## src/rtl/exc_ctrl.sv

```systemverilog
// exc_ctrl: exception / interrupt / ERET sequencer between the commit stage
// and CP0. Prioritises the committing instruction's events, issues a single
// CP0 write (or EXL-clear) pulse, flushes the pipe for FLUSH_CYCLES cycles,
// then offers the redirect target to fetch until it is accepted.
module exc_ctrl #(
    parameter logic [31:0] EXC_VECTOR   = 32'hBFC00380,
    parameter int          FLUSH_CYCLES = 2
) (
    input  logic        clk,
    input  logic        rst,
    input  logic        ex_valid,
    input  logic [31:0] ex_pc,
    input  logic        ex_bd,
    input  logic        ex_adel_if,
    input  logic        ex_ri,
    input  logic        ex_sys,
    input  logic        ex_bp,
    input  logic        ex_ov,
    input  logic        ex_adel,
    input  logic        ex_ades,
    input  logic [31:0] ex_badvaddr,
    input  logic        ex_eret,
    input  logic        int_req,
    input  logic        cp0_exl,
    input  logic [31:0] cp0_ret_addr,
    output logic        cp0_exc,
    output logic [4:0]  cp0_exccode,
    output logic [31:0] cp0_epc,
    output logic        cp0_bd,
    output logic [31:0] cp0_badvaddr,
    output logic        cp0_eret,
    output logic        flush,
    output logic        redirect_valid,
    output logic [31:0] redirect_pc,
    input  logic        redirect_ready,
    output logic        busy
);

    localparam logic [1:0] S_IDLE     = 2'd0;
    localparam logic [1:0] S_FLUSH    = 2'd1;
    localparam logic [1:0] S_REDIRECT = 2'd2;

    localparam logic [3:0] FLUSH_LOAD = 4'(FLUSH_CYCLES);

    logic [1:0]  state_q, state_d;
    logic [3:0]  cnt_q, cnt_d;
    logic        exc_q, exc_d;
    logic        eret_q, eret_d;
    logic [4:0]  code_q, code_d;
    logic [31:0] epc_q, epc_d;
    logic        bd_q, bd_d;
    logic [31:0] badv_q, badv_d;
    logic [31:0] target_q, target_d;

    logic        int_take;
    logic        any_flag;
    logic        exc_take;
    logic [4:0]  sel_code;
    logic [31:0] sel_badv;

    // Event qualification and fixed-priority ExcCode / BadVAddr selection
    always_comb begin
        int_take = int_req & ~cp0_exl;
        any_flag = ex_adel_if | ex_ri | ex_sys | ex_bp | ex_ov | ex_adel | ex_ades;
        exc_take = ex_valid & (any_flag | int_take);
        sel_code = 5'h00;
        sel_badv = 32'h0;
        if (int_take) begin
            sel_code = 5'h00;
        end else if (ex_adel_if) begin
            sel_code = 5'h04;
            sel_badv = ex_pc;
        end else if (ex_ri) begin
            sel_code = 5'h0a;
        end else if (ex_sys) begin
            sel_code = 5'h08;
        end else if (ex_bp) begin
            sel_code = 5'h09;
        end else if (ex_ov) begin
            sel_code = 5'h0c;
        end else if (ex_adel) begin
            sel_code = 5'h04;
            sel_badv = ex_badvaddr;
        end else if (ex_ades) begin
            sel_code = 5'h05;
            sel_badv = ex_badvaddr;
        end
    end

    // Sequencer: IDLE samples commit events, FLUSH counts down, REDIRECT handshakes
    always_comb begin
        state_d  = state_q;
        cnt_d    = cnt_q;
        exc_d    = 1'b0;
        eret_d   = 1'b0;
        code_d   = code_q;
        epc_d    = epc_q;
        bd_d     = bd_q;
        badv_d   = badv_q;
        target_d = target_q;
        case (state_q)
            S_IDLE: begin
                if (exc_take) begin
                    exc_d    = 1'b1;
                    code_d   = sel_code;
                    epc_d    = ex_bd ? (ex_pc - 32'd4) : ex_pc;
                    bd_d     = ex_bd;
                    badv_d   = sel_badv;
                    target_d = EXC_VECTOR;
                    cnt_d    = FLUSH_LOAD;
                    state_d  = S_FLUSH;
                end else if (ex_valid & ex_eret) begin
                    // ERET leaves the exception fields untouched
                    eret_d   = 1'b1;
                    target_d = cp0_ret_addr;
                    cnt_d    = FLUSH_LOAD;
                    state_d  = S_FLUSH;
                end
            end
            S_FLUSH: begin
                cnt_d = cnt_q - 4'd1;
                // Last flush cycle: counter reaches 0 as we leave
                if (cnt_q <= 4'd1) begin
                    state_d = S_REDIRECT;
                end
            end
            S_REDIRECT: begin
                if (redirect_ready) begin
                    state_d = S_IDLE;
                end
            end
            default: begin
                state_d = S_IDLE;
            end
        endcase
    end

    // State and latched-field registers, synchronous reset clears everything
    always_ff @(posedge clk) begin
        if (rst) begin
            state_q  <= S_IDLE;
            cnt_q    <= 4'd0;
            exc_q    <= 1'b0;
            eret_q   <= 1'b0;
            code_q   <= 5'h00;
            epc_q    <= 32'h0;
            bd_q     <= 1'b0;
            badv_q   <= 32'h0;
            target_q <= 32'h0;
        end else begin
            state_q  <= state_d;
            cnt_q    <= cnt_d;
            exc_q    <= exc_d;
            eret_q   <= eret_d;
            code_q   <= code_d;
            epc_q    <= epc_d;
            bd_q     <= bd_d;
            badv_q   <= badv_d;
            target_q <= target_d;
        end
    end

    assign cp0_exc        = exc_q;
    assign cp0_eret       = eret_q;
    assign cp0_exccode    = code_q;
    assign cp0_epc        = epc_q;
    assign cp0_bd         = bd_q;
    assign cp0_badvaddr   = badv_q;
    assign flush          = (state_q == S_FLUSH);
    assign redirect_valid = (state_q == S_REDIRECT);
    assign redirect_pc    = target_q;
    assign busy           = (state_q != S_IDLE);

endmodule

```

## config.mk

```make
export PLATFORM = sky130hd
export DESIGN_NAME = exc_ctrl
export DESIGN_NICKNAME = d
export VERILOG_FILES = /design/src/rtl/exc_ctrl.sv
export SDC_FILE = /design/constraint.sdc
export NUM_CORES = 1
export LEC_CHECK = 0
export CAP_MARGIN = 20
export CELL_PAD_IN_SITES_DETAIL_PLACEMENT = 0
export CELL_PAD_IN_SITES_GLOBAL_PLACEMENT = 2
export CORE_MARGIN = 2
export CORE_UTILIZATION = 32
export CTS_CLUSTER_SIZE = 28
export DETAILED_ROUTE_END_ITERATION = 8
export DONT_BUFFER_PORTS = 1
export PLACE_DENSITY_LB_ADDON = 0.1
export SETUP_SLACK_MARGIN = 0.3
export SYNTH_ARGS = -nofsm -noshare
export SYNTH_HDL_FRONTEND = slang
export SYNTH_SLANG_ARGS = --single-unit
```

## constraint.sdc

```tcl
create_clock -name clk -period 1.8 [get_ports clk]
set_input_delay 0.18 -clock clk [delete_from_list [all_inputs] [get_ports clk]]
set_output_delay 0.18 -clock clk [all_outputs]
set_load 0.02 [all_outputs]
```

==> results of run 1 <==
## layout by cell type (no fill, tap or decap), drive strengths merged, types with 12 or more instances in the layout
master / n
dfxtp: 109
buf: 38
a22oi: 32
xor2: 22
o22ai: 12
clkbuf: 13
a211oi: 28
a22o: 20
o2bb2ai: 33
nand2: 19
nor2: 58
dlygate4sd3: 37
## flip-flops by register name (all words and copies together) (netlist names)
name	flops
state_q	2
cp0_badvaddr	32
cp0_bd	1
cnt_q	4
cp0_epc	32
cp0_eret	1
cp0_exc	1
cp0_exccode	4
redirect_pc	32
## through the flow
stage / power [mW] / TNS (ps) / cells / area [um^2]
6_report: 5.83 / 0 / 706 / 5930
5_1_grt: 6.10 / 0 / 706 / 5930
4_1_cts: 5.72 / 0 / 693 / 5620
3_5_place_dp: 3.60 / -5270 / 636 / 4870
3_3_place_gp: 3.58 / -2500 / 636 / 4870
2_1_floorplan: 3.44 / -1340 / 470 / 4590
## layout make-up
cell class / instances / area [um^2]
Inverter: 6 / 22.5
Clock buffer: 9 / 225
Multi-Input combinational cell: 316 / 2280
Fill cell: 1348 / 7950
Tap cell: 180 / 225
Timing Repair Buffer: 79 / 927
Clock inverter: 7 / 62.6
Sequential cell: 109 / 2180
## per-layer routing
layer  track usage  part of all wire  vias to the layer above
met2         0.301              0.49                      155
li1              -                 -                     1845
met5             0                 0                        -
met3        0.0655             0.081                       19
met4        0.0746             0.019                        0
met1         0.200              0.41                     1870
## worst max-delay path, cell delays in order
cell and delay, ps:
or4_4 540, nor4_4 210, buf_4 160, buf_4 110, nor2_4 40, buf_12 150
buf_4 150, clkbuf_16 160, a211oi_1 210
## power groups by stage
stage	Clock [mW]	Combinational (mW)	Sequential, mW
floorplan	0	0.518	2.92
global placement	0	0.604	2.98
detailed placement	0	0.624	2.98
CTS	2.05	0.749	2.92
global route	2.14	1.01	2.94
finish	1.99	0.920	2.92
## how the worst max path moves through the flow
stage | start | to | slack [ps] | cells past startpoint
global placement | ex_bp | cp0_badvaddr[12]$_SDFFE_PP0P_ | -50 | 7
floorplan | ex_bp | cp0_badvaddr[0]$_SDFFE_PP0P_ | -40 | 8
detailed placement | ex_bp | cp0_badvaddr[27]$_SDFFE_PP0P_ | -110 | 7
CTS | state_q[1]$_SDFFE_PP0P_ | redirect_pc[0]$_SDFFE_PP0P_ | 200 | 7
finish | ex_ov | cp0_epc[20]$_SDFFE_PP0P_ | 160 | 9
global route | ex_ov | cp0_epc[18]$_SDFFE_PP0P_ | 90 | 9
## kinds of logic (layout without fill, tap and decap cells)
kind of cell	Yosys count	count (layout)	share of synthesized area
AOI/OAI and AO/OA	144	144	0.245
and+or+nand+nor	140	140	0.163
DFF	109	109	0.482
buffers and inverters	45	101	0.0475
xor gates and xnor gates	27	27	0.0522
adders and majority gates	3	3	0.00828
other	1	1	0.000827
muxes	1	1	0.00221
## repair_timing
action | in CTS | in global routing
cloned | 0 | 6
gates resized for setup | 9 | 27
buffers inserted | 3 | 7
hold buffers | 38 | 0
pin swaps | 1 | 8
setup endpoints to repair | 102 | 104
hold endpoints to repair | 76 | 0
==> flow_summary.json, run 1 <==
{
  "clock-root-buffer": "clkbuf_16",
  "final-setup-viol-count": 0,
  "pwr-share-clk": 0.341,
  "fin_crit_ps": 1640,
  "switching_share": 0.309,
  "finClkSkew_ps": 5.10,
  "via_count": 3889,
  "cts_tree": "yes",
  "ys_seq_area_frac": 0.482,
  "peakVddDrop_v": 0.000523,
  "synth_ff_type": "dfxtp_1",
  "track_usage": 0.177,
  "hp-start": "redirect_ready",
  "grt_pass1_vias": 3721,
  "synth-edff-count": 0,
  "async_flop_share": 0,
  "clock_latency_ps": 360,
  "switchingPower_mw": 1.80,
  "worstHoldEndpoint": "state_q[0]$_SDFFE_PP0P_",
  "worst_slack_ps": 163,
  "r2r_cells": 8,
  "globalplace.congestion": 0.720,
  "crit_required_ps": 2080,
  "drtIter0Drc": 144,
  "yosys-top-cells-area": "dfxtp_1 (48%), o2bb2ai_1 (6.4%), a22oi_1 (5.3%)",
  "preCtsSetupSlack_ps": -112,
  "synth_top_area_cell": "dfxtp_1",
  "synth_top_area_frac": 0.482,
  "postRouteAntennaNets": 0,
  "slew_violations": 0,
  "netlist_instances": 470,
  "finalCritPeriodShare": 0.909,
  "syn2layout_area_growth_pct": 30.8,
  "reg2reg_from": "state_q[0]$_SDFFE_PP0P_",
  "synth_warnings": 0,
  "avgViaCountPerCell": 5.51,
  "status": "completed",
  "cp.arrival_ps": 1920,
  "p_leak_nw": 2.07,
  "hold_violations": 0,
  "dr.pass1.iters": 4,
  "avgSynthCellArea_um2": 9.64,
  "portBuffers": 0,
  "ys_ff_latch": 109,
  "place_hpwl_um": 9150,
  "grt_pass1_wl_um": 20300,
  "start_util": 0.326,
  "power_density_mw_per_mm2": 983,
  "grt_max_degree": 56,
  "dieArea_mm2": 0.0151,
  "routedWlPerCell_um": 20.7,
  "fmax_ghz": 0.611,
  "drive_gt1_frac": 0.177,
  "cts.sinks": 109,
  "min_path_cells": 2,
  "internal_power_mw": 4.03,
  "clockBufferDepth": 2,
  "diodes": 0,
  "rows": 43,
  "synth_area_mm2": 0.00453,
  "core_area_mm2": 0.0139,
  "cp_max_fo": 7,
  "overflow": 0,
  "fin_nets": 635,
  "worst_setup_path_end_kind": "flip-flop",
  "yosysUniqueCellTypes": 47,
  "holdWs_ps": 11.6,
  "p_comb_frac": 0.158,
  "r2r_setup_slack_ps": 170,
  "boundaryPins": 218,
  "rsz0062_at_grt": "yes",
  "drc_errors": 0,
  "utilization": 0.427,
  "timing.rr.end": "cp0_badvaddr[12]$_SDFFE_PP0P_",
  "min_path_type": "in2reg",
  "antenna_found_initial": 0,
  "clk_pin_slew_ps": 80,
  "cts-htree-levels": 3,
  "yosysMostFrequentCell": "dfxtp_1",
  "ys_top_cells_by_count": "dfxtp_1 (109), nor2_1 (56), o2bb2ai_1 (33), a22oi_1 (32), a211oi_1 (28)",
  "p_seq_frac": 0.501,
  "path_class": "in2reg",
  "synth_nets": 584,
  "drv_cap": 0,
  "start_kind": "input port",
  "cts_made_buffers": 9,
  "fp.dieH_um": 123,
  "die_w_um": 123,
  "wl_um": 14600
}
Note: power is estimated with default switching activity, not from simulation.
==> inputs of run 2 (changes only) <==
--- a/config.mk
+++ b/config.mk
@@ -15,6 +15,7 @@
 export DONT_BUFFER_PORTS = 1
 export PLACE_DENSITY_LB_ADDON = 0.1
 export SETUP_SLACK_MARGIN = 0.3
+export SKIP_LAST_GASP = 1
 export SYNTH_ARGS = -nofsm -noshare
 export SYNTH_HDL_FRONTEND = slang
 export SYNTH_SLANG_ARGS = --single-unit
==> results of run 2 <==
Final layout, timing and power as in run 1 (identical DEF).
==> inputs of run 3 (changes only) <==
==> constraint.sdc (replaced) <==
create_clock -name clk -period 1.3 [get_ports clk]
set_input_delay 0.13 -clock clk [delete_from_list [all_inputs] [get_ports clk]]
set_output_delay 0.13 -clock clk [all_outputs]
set_load 0.02 [all_outputs]
==> run 3 against run 2 <==
The flow now finishes with violations (negative hold slack, negative setup slack); global-route usage up 2.6 points; clock power up 34%; final cell count increased by 8.4%; critical endpoint is now cp0_badvaddr[1]$_SDFFE_PP0P_; largest cell class unchanged; highest routed layer unchanged.
==> flow_summary.json, run 3 (same netlist as run 1, synthesis figures left out) <==
{
  "fp.dieH_um": 123,
  "syn2layout_area_growth_pct": 53.1,
  "utilization": 0.500,
  "grt_pass1_wl_um": 23200,
  "crit_required_ps": 1580,
  "final_cell_mix": "dfxtp_1 (100), dlygate4sd3_1 (74), nor2_1 (45)",
  "worst_setup_path_end_kind": "flip-flop",
  "clk_pin_slew_ps": 70,
  "finClkSkew_ps": 6.53,
  "drive_gt1_frac": 0.308,
  "violations": "negative hold slack, negative setup slack",
  "peakVddDrop_v": 0.000671,
  "cts_made_buffers": 9,
  "cts.sinks": 109,
  "slew_headroom": 0.504,
  "boundaryPins": 218,
  "switchingPower_mw": 2.55,
  "track_usage": 0.203,
  "postRouteAntennaNets": 0,
  "internal_power_mw": 6.02,
  "grt_max_degree": 60,
  "clock-root-buffer": "clkbuf_16",
  "cts_tree": "yes",
  "min_path_type": "in2reg",
  "cp.arrival_ps": 1840,
  "portBuffers": 0,
  "drtIter0Drc": 171,
  "holdBufCountCts": 74,
  "holdWs_ps": -158,
  "slew_violations": 0,
  "p_seq_frac": 0.473,
  "drc_errors": 0,
  "cts-htree-levels": 3,
  "die_w_um": 123,
  "routedWlPerCell_um": 21.7,
  "critPathMaxStageDelay_ps": 400,
  "start_kind": "flip-flop",
  "p_leak_nw": 2.47,
  "status": "finished, violations left",
  "fin_nets": 694,
  "hold_violations": 55,
  "fmax_ghz": 0.639,
  "place_hpwl_um": 9350,
  "dr.pass1.iters": 4,
  "slowest_stage": "or3_4",
  "wl_um": 16600,
  "cp_cell_sequence": "nor3b_2 -> buf_4 -> nand2b_1 -> or3_4 -> clkbuf_16 -> o2bb2ai_2",
  "diodes": 0,
  "finalSetupTns_ps": -19180,
  "via_count": 4161,
  "worst_slack_ps": -264,
  "grt_pass1_vias": 4089,
  "busiest_layer": "met2",
  "grt.met2_usage": 0.359,
  "worst_pin_slew_ps": 741,
  "switching_share": 0.298,
  "power_density_mw_per_mm2": 1230,
  "fill_cells": 1295,
  "p_comb_frac": 0.217,
  "antenna_found_initial": 0,
  "drv_cap": 0,
  "fin_cells": 765,
  "cp_max_fo": 6,
  "fin_crit_ps": 1560,
  "finalCritPeriodShare": 1.20,
  "globalplace.congestion": 0.746,
  "avgViaCountPerCell": 5.44,
  "final-setup-viol-count": 108,
  "clock_latency_ps": 350,
  "dp_cells": 649,
  "overflow": 0,
  "dieArea_mm2": 0.0151,
  "start_util": 0.326,
  "path_class": "reg2reg",
  "core_area_mm2": 0.0139,
  "clockBufferDepth": 2,
  "rows": 43,
  "final_common_cell": "dfxtp_1",
  "rsz0062_at_grt": "yes",
  "met1_usage": 0.233,
  "pwr-share-clk": 0.310,
  "grt_use_met3": 0.0581
}
## run 3: metal layers
metal / share of wire / vias to the layer above
li1: - / 1965
met1: 0.39 / 2027
met2: 0.52 / 150
met3: 0.073 / 19
met4: 0.015 / 0
met5: 0 / -
## run 3: worst paths after layout
check	from	slack (ps)	to	cells past startpoint
max	state_q[1]$_SDFFE_PP0P_	-260	cp0_badvaddr[1]$_SDFFE_PP0P_	6
min	rst	-160	state_q[1]$_SDFFE_PP0P_	1
max reg2reg	state_q[1]$_SDFFE_PP0P_	-260	cp0_badvaddr[1]$_SDFFE_PP0P_	6
min reg2reg	cp0_epc[19]$_SDFFE_PP0P_	510	cp0_epc[19]$_SDFFE_PP0P_	2
## run 3: worst max-delay path: cells and delay by family (launching register included)
family	cells	cell delay, ps
simple gates	3	680
buf+inv	2	350
compound gates	1	130
flops	1	330
## run 3: layout make-up
class | instances | area, um^2 | share of cell area
clock buffers | 11 | 253 | 0.0364
clock inverters | 5 | 35.0 | 0.00505
inverters | 6 | 25.0 | 0.00361
multi-input cells | 316 | 2610 | 0.376
flip-flops and latches | 109 | 2190 | 0.316
well taps | 180 | 225 | 0.0325
repair buffers | 138 | 1600 | 0.230
## run 3: metrics by stage
stage	power (mW)	cell area (um^2)	hold slack (ps)	setup WS, ps
2_1_floorplan	4.77	4610	255	-495
3_3_place_gp	5.03	4970	210	-502
3_5_place_dp	5.05	4970	212	-516
4_1_cts	8.40	6520	-172	-253
5_1_grt	8.98	6940	-180	-327
6_report	8.57	6940	-158	-264
## run 3: power by group through the flow
stage          clock network [mW]  registers (mW)  logic [mW]
2_1_floorplan                   0            4.04       0.726
5_1_grt                      2.90            4.08        2.00
4_1_cts                      2.75            4.03        1.62
3_3_place_gp                    0            4.10       0.931
6_report                     2.66            4.05        1.86
3_5_place_dp                    0            4.09       0.952
## run 3: what timing repair did
action	4_1_cts	5_1_grt
pin swaps	38	27
buffers inserted	11	4
resized for setup	62	76
cloned	7	4
endpoints found under the hold margin	106	55
setup endpoints to repair	112	120
